===== src/rtl/hazard_fwd_ctrl.sv =====
// Hazard and forwarding controller for the five-stage pipeline.
// It keeps a shadow copy of the EX/MEM/WB destination info and produces
// ID-stage forward selects, load-use stalls, branch flushes and memory-wait
// freezes, plus a saturating count of cycles the PC did not advance.
module hazard_fwd_ctrl #(
    parameter int STALL_CNT_W = 16
) (
    input  logic                   clk,
    input  logic                   reset,
    input  logic [3:0]             ID_Rn,
    input  logic [3:0]             ID_Rm,
    input  logic [3:0]             ID_Rd,
    input  logic                   ID_use_Rn,
    input  logic                   ID_use_Rm,
    input  logic                   ID_use_Rd,
    input  logic                   ID_RF,
    input  logic                   ID_load_instr,
    input  logic                   ID_B,
    input  logic                   MEM_busy,
    output logic                   PC_LE,
    output logic                   IFID_LE,
    output logic                   IFID_clear,
    output logic                   IDEX_nop,
    output logic                   PIPE_hold,
    output logic [1:0]             FW_A,
    output logic [1:0]             FW_B,
    output logic [1:0]             FW_C,
    output logic [STALL_CNT_W-1:0] stall_count
);

    typedef enum logic {RUN, HOLD} state_t;

    state_t state;

    // Shadow pipeline: _p0 = EX, _p1 = MEM, _p2 = WB
    logic       vld_p0, vld_p1, vld_p2;
    logic [3:0] rd_p0, rd_p1, rd_p2;
    logic       wr_p0, wr_p1, wr_p2;
    logic       ld_p0, ld_p1, ld_p2;

    logic load_use;
    logic advance;

    // Saturating increment for the stall counter
    function automatic logic [STALL_CNT_W-1:0] sat_inc(input logic [STALL_CNT_W-1:0] c);
        return (&c) ? c : c + 1'b1;
    endfunction

    // Forward select for one operand; youngest writer wins, R15 never forwards.
    // A load still in EX cannot supply data, so that match yields RF (stall covers it).
    function automatic logic [1:0] fwd_sel(input logic [3:0] r, input logic used);
        logic [1:0] sel;
        sel = 2'b00;
        if (used && r != 4'd15) begin
            if (vld_p0 && wr_p0 && rd_p0 == r)
                sel = ld_p0 ? 2'b00 : 2'b01;
            else if (vld_p1 && wr_p1 && rd_p1 == r)
                sel = 2'b10;
            else if (vld_p2 && wr_p2 && rd_p2 == r)
                sel = 2'b11;
        end
        return sel;
    endfunction

    assign load_use = vld_p0 && ld_p0 && wr_p0 &&
                      ((ID_use_Rn && ID_Rn == rd_p0) ||
                       (ID_use_Rm && ID_Rm == rd_p0) ||
                       (ID_use_Rd && ID_Rd == rd_p0));

    assign advance = !reset && !MEM_busy;

    // Control outputs: reset override, then freeze, then load-use, then branch
    always_comb begin
        PC_LE      = 1'b1;
        IFID_LE    = 1'b1;
        IFID_clear = 1'b0;
        IDEX_nop   = 1'b0;
        PIPE_hold  = 1'b0;
        FW_A       = fwd_sel(ID_Rn, ID_use_Rn);
        FW_B       = fwd_sel(ID_Rm, ID_use_Rm);
        FW_C       = fwd_sel(ID_Rd, ID_use_Rd);
        if (reset) begin
            PC_LE      = 1'b0;
            IFID_LE    = 1'b0;
            IFID_clear = 1'b1;
            IDEX_nop   = 1'b1;
            FW_A       = 2'b00;
            FW_B       = 2'b00;
            FW_C       = 2'b00;
        end else if (MEM_busy) begin
            PC_LE     = 1'b0;
            IFID_LE   = 1'b0;
            PIPE_hold = 1'b1;
        end else if (load_use) begin
            PC_LE    = 1'b0;
            IFID_LE  = 1'b0;
            IDEX_nop = 1'b1;
        end else if (ID_B) begin
            IFID_clear = 1'b1;
        end
    end

    // Control state: FSM, stall counter and shadow valid bits
    always_ff @(posedge clk) begin
        if (reset) begin
            state       <= RUN;
            stall_count <= '0;
            vld_p0      <= 1'b0;
            vld_p1      <= 1'b0;
            vld_p2      <= 1'b0;
        end else begin
            case (state)
                RUN:     state <= MEM_busy ? HOLD : RUN;
                HOLD:    state <= MEM_busy ? HOLD : RUN;
                default: state <= RUN;
            endcase
            if (!PC_LE)
                stall_count <= sat_inc(stall_count);
            if (!MEM_busy) begin
                vld_p0 <= !IDEX_nop;
                vld_p1 <= vld_p0;
                vld_p2 <= vld_p1;
            end
        end
    end

    // Shadow data fields advance with the pipeline; meaningful only when valid
    always_ff @(posedge clk) begin
        if (advance) begin
            rd_p0 <= ID_Rd;
            wr_p0 <= ID_RF;
            ld_p0 <= ID_load_instr;
            rd_p1 <= rd_p0;
            wr_p1 <= wr_p0;
            ld_p1 <= ld_p0;
            rd_p2 <= rd_p1;
            wr_p2 <= wr_p1;
            ld_p2 <= ld_p1;
        end
    end

endmodule


===== config.mk =====
export PLATFORM = sky130hd
export DESIGN_NAME = hazard_fwd_ctrl
export DESIGN_NICKNAME = d
export VERILOG_FILES = /design/src/rtl/hazard_fwd_ctrl.sv
export SDC_FILE = /design/constraint.sdc
export NUM_CORES = 1
export LEC_CHECK = 0
export CORE_ASPECT_RATIO = 0.8
export CORE_UTILIZATION = 40
export DETAILED_ROUTE_END_ITERATION = 10
export DONT_BUFFER_PORTS = 1
export SKIP_LAST_GASP = 1
export SYNTH_ARGS = -nofsm -noshare
export SYNTH_HDL_FRONTEND = slang
export SYNTH_SLANG_ARGS = --single-unit

===== constraint.sdc =====
create_clock -name clk -period 2.5 [get_ports clk]
set_input_delay 0.125 -clock clk [delete_from_list [all_inputs] [get_ports clk]]
set_output_delay 0.125 -clock clk [all_outputs]
set_load 0.1 [all_outputs]

Yosys cells after proc, flatten, opt, wreduce, memory -nomap -nowiden
Cells that the tools add are included.
{"block": "totals", "regBits": 35, "latchBits": 0, "ramBits": 0, "mem_bits_ro": 0, "output_inout_bits": 27, "wordCells": 86, "memories": 0}
{"block": "classes", "n_addsub": 1, "multipliers": 0, "n_div": 0, "order_cmp": 0, "eq_ne": 15, "shifts": 0, "mux": 28, "n_bitwise": 2, "reduce_logical": 29}
{"operator": "equality test 4 bit", "count": 12}
{"operator": "two-way mux 2 bit", "count": 15}
{"operator": "logical AND 1 bit", "count": 22}
{"operator": "adder 16 x 1 -> 16 bit, second input constant", "count": 1}
{"operator": "AND reduction 16 bit", "count": 1}
{"operator": "two-way mux 1 bit", "count": 13}
{"operator": "!= test 4 bit, second input constant", "count": 3}
{"operator": "zero test 1 bit", "count": 3}
{"operator": "logical OR 1 bit", "count": 2}
{"operator": "inverter 1 bit", "count": 2}
{"operator": "AND reduction 2 bit", "count": 1}

Logic depth before layout (Yosys ltp)
{"block": "logic_depth", "depth_word": 10, "depth_mapped": 7}

Worst setup path after synthesis
OpenSTA, ideal clock, no wires.
{"block": "synth_path", "path_type": "register to output", "start": "reg rd_p0[1]", "end": "out FW_B[1]", "arrival_time_ns": 3.081, "t_required_ns": 2.375, "path_slack_ns": -0.706, "path_stages_with_launch": 5, "cell_sequence": "edfxtp_1 > xor2_1 > nor4_1 > and3_1 > a211oi_1"}
{"block": "synth_between", "elab_chain_len": 5}
{"item": "start: declaration", "line": "37", "text": "logic [3:0] rd_p0, rd_p1, rd_p2;"}
{"item": "start signal: assignment", "line": "130", "text": "rd_p0 <= ID_Rd;"}
{"item": "equality test 4 bit", "line": "55", "text": "if (vld_p0 && wr_p0 && rd_p0 == r)"}
{"item": "logical AND 1 bit", "line": "55"}
{"item": "two-way mux 2 bit", "line": "55"}
{"item": "two-way mux 2 bit", "line": "54", "text": "if (used && r != 4'd15) begin"}
{"item": "two-way mux 2 bit", "line": "82", "text": "if (reset) begin"}
{"item": "end: declaration", "line": "26", "text": "output logic [1:0] FW_B,"}
Every way passes these cells.

Worst setup path after layout
{"block": "layout_path", "start": "reg rd_p0[0]", "end": "out FW_A[0]"}
{"block": "layout_between", "elab_chain_len": 5}
{"item": "equality test 4 bit", "line": "55"}
{"item": "logical AND 1 bit", "line": "55"}
{"item": "two-way mux 2 bit", "line": "55"}
{"item": "two-way mux 2 bit", "line": "54"}
{"item": "two-way mux 2 bit", "line": "82"}
{"item": "end: declaration", "line": "25", "text": "output logic [1:0] FW_A,"}
Every way passes these cells.

==> impl_metrics.tcl <==
set metrics [dict create \
    status "complete, no violations" \
    p_comb_share_pct 17.8 \
    rows 22 \
    final_cell_mix "25 x buf_4, 22 x xnor2_1, 22 x nor2_1" \
    slew_violations 0 \
    place_area_um2 2420 \
    antenna_cells 0 \
    synth_top_area_share_pct 24.0 \
    hold-worst-slack_ns 0.0118 \
    drv_cap 0 \
    clkLatencyLatePin_ns 0.29 \
    reg2reg_depth 8 \
    critical_path_cell_count 6 \
    tightest_slew_ns 0.519 \
    synth.distinct_cells 40 \
    ant_nets 0 \
    cp_slowest_cell "edfxtp_1" \
    r2r_start "rd_p0[0]" \
    cts_tree "yes" \
    syn_nets 226 \
    ys_ff_latch 35 \
    synth_top_area_cell "edfxtp_1" \
    finalHoldViolCount 0 \
    gp_congestion 0.904 \
    track_usage_pct 21.8 \
    syn-cell-area_um2 2010 \
    clockPowerShare_pct 34.1 \
    netSwitchingPower_mw 0.375 \
    drive_gt1_share_pct 26.8 \
    hold_start "MEM_busy" \
    p_per_area_nw_per_um2 510 \
    rsz0062_at_grt "no" \
    fin_tns_setup_ns 0 \
    finClkSkew_ns 0.00572 \
    nets 267 \
    p_int_mw 0.961 \
    antenna_found_initial 0 \
    worstPathArrival_ns 2.27 \
    critical_path.cell_chain "xor2_1 > nor4_1 > and3_1 > mux2_2 > nor2_2 > buf_12" \
    synth_warnings 0 \
    startpoint "rd_p0[0]" \
    critPathTopFamily "simple AND/OR/NAND/NOR gates" \
    grt_pass1_vias 1616 \
    worst-path-buf-inv 1 \
    holdPathStages 2 \
    drtIter0Drc 129 \
    dr.pass1.iters 4 \
    clock_path_buffers 2 \
    htree_levels 2 \
    ir_worst_vdd_mv 0.395 \
    area_growth_syn_to_layout_pct 30.6 \
    fin_crit_ns 2.39 \
    drc 0 \
    viasPerCell 5.53 \
    start_util_pct 42.6 \
    routed_wl_um 5180 \
    numCtsBuffers 5 \
    wire_per_inst_um 16.9 \
    synth_area_leaders "edfxtp_1 24%, dfxtp_1 19%, xnor2_1 9.6%" \
    synth_seq_area_share_pct 42.9 \
    final_common_cell "buf_4" \
    crit_path_max_fanout 4 \
    power_frac_seq_pct 48.1 \
    postSynthAreaPerCell_um2 9.83 \
    setup_violations 0 \
    path_clk_slew_ns 0.07 \
    die_x_um 81.2 \
    worstHoldPathType "in -> reg" \
    fp.coreArea_um2 4710 \
    grt.overflow.total 0 \
    syn_inst 204 \
    hpwl_um 3830 \
    cts_root_buf "clkbuf_8" \
    start_kind "flip-flop" \
    required_ns 2.38 \
    relSlewSlack_pct 64.5 \
    die_h_um 65.3 \
    swShare_pct 28.1 \
    dieArea_um2 5300 \
    port_buffers 0 \
    cts.sinks 35 \
    period_share_pct 95.7 \
    num_vias 1692 \
    grt_pass1_wl_um 8360 \
    endpoint_kind "output pin" \
    postLayoutCellArea_um2 2620 \
    criticalPathCategory "reg -> out" \
    ios 48 \
    grt_max_degree 23 \
    p_leak_nw 0.941 \
    slowest_delay_ns 0.47 \
    fmax_ghz 0.418 \
]
## cell usage after synthesis (all sizes together)
master and n:
nor2 27, xnor2 22, dfxtp 19, xor2 17
edfxtp 16, nand4 13, a21oi 8, nand3 7
a211oi 6, mux2 6, nand2b 6, inv 5
nand2 5, a31o 4, and3 4, clkbuf 4
nor4 4, o21ai 4, mux2i 3, nand3b 3
nor2b 3, or3 3, a21o 2, a2111oi 1
a221oi 1, a222oi 1, a311oi 1, a41o 1
and2 1, and4 1, buf 1, ha 1
nand4b 1, nor3 1, o21bai 1, o221a 1
## final cells by class
class / count / area, um^2
inverters: 5 / 18.8
multi-input cells: 159 / 1170
fillers: 422 / 2090
well taps: 60 / 75.1
repair buffers: 39 / 388
flip-flops and latches: 35 / 865
clock buffers: 8 / 100
## timing repair
item | CTS | global route
hold buffers | 8 | 0
endpoints found under the hold margin | 18 | 0
gates resized for setup | 0 | 3
setup buffers | 0 | 1
setup endpoints to repair | 0 | 7
## flip-flops by register name (all words and copies together) (netlist names)
register     flops
wr_p2            1
vld_p2           1
vld_p1           1
wr_p0            1
stall_count     16
rd_p2            4
vld_p0           1
wr_p1            1
rd_p0            4
ld_p0            1
rd_p1            4
## stage by stage
stage                     worst slack [ns]  total power [mW]  std cells  util [%]
after global routing               0.00424              1.38        306      55.7
final                                0.108              1.34        306      55.7
after detailed placement             0.226             0.875        289      51.4
after floorplan                    0.00150             0.829        204         -
after CTS                           0.0663              1.33        305      55.2
after global placement               0.281             0.872        289      51.4
## worst paths after layout
check	to	slack, ns
setup reg to reg	stall_count[2]	0.15
setup / recovery	FW_A[0]	0.11
hold reg to reg	wr_p2	0.45
hold / removal	vld_p2	0.01
## power by group through the flow
stage	logic, mW	registers [mW]	clock network [mW]
floorplan	0.133	0.696	0
global placement	0.217	0.655	0
detailed placement	0.219	0.656	0
CTS	0.234	0.643	0.458
global route	0.253	0.645	0.479
finish	0.237	0.643	0.456
## layer usage
layer | vias up | global-route usage (%) | share of wire (%)
li1 | 822 | - | -
met1 | 827 | 31.4 | 51
met2 | 37 | 31.8 | 43
met3 | 6 | 5.69 | 5.5
met4 | 0 | 6.03 | 0.95
met5 | - | 0 | 0
## worst reg2reg max path, delay by kind of cell (launching register included)
family,cells,cell delay [ns]
xor+xnor,1,0.18
compound gates,4,0.93
simple gates,1,0.34
buf+inv,2,0.32
flops,1,0.47
## cell families (layout without fill, tap and decap cells)
family | Yosys count | after routing | synth area share [%]
compound gates | 31 | 31 | 11.5
xor+xnor | 39 | 39 | 17.0
simple gates | 79 | 79 | 20.6
flops | 35 | 35 | 42.9
buf+inv | 10 | 52 | 2.06
fa+ha+maj | 1 | 1 | 0.624
mux | 9 | 9 | 5.24
Power figures use the tool's default switching activity.
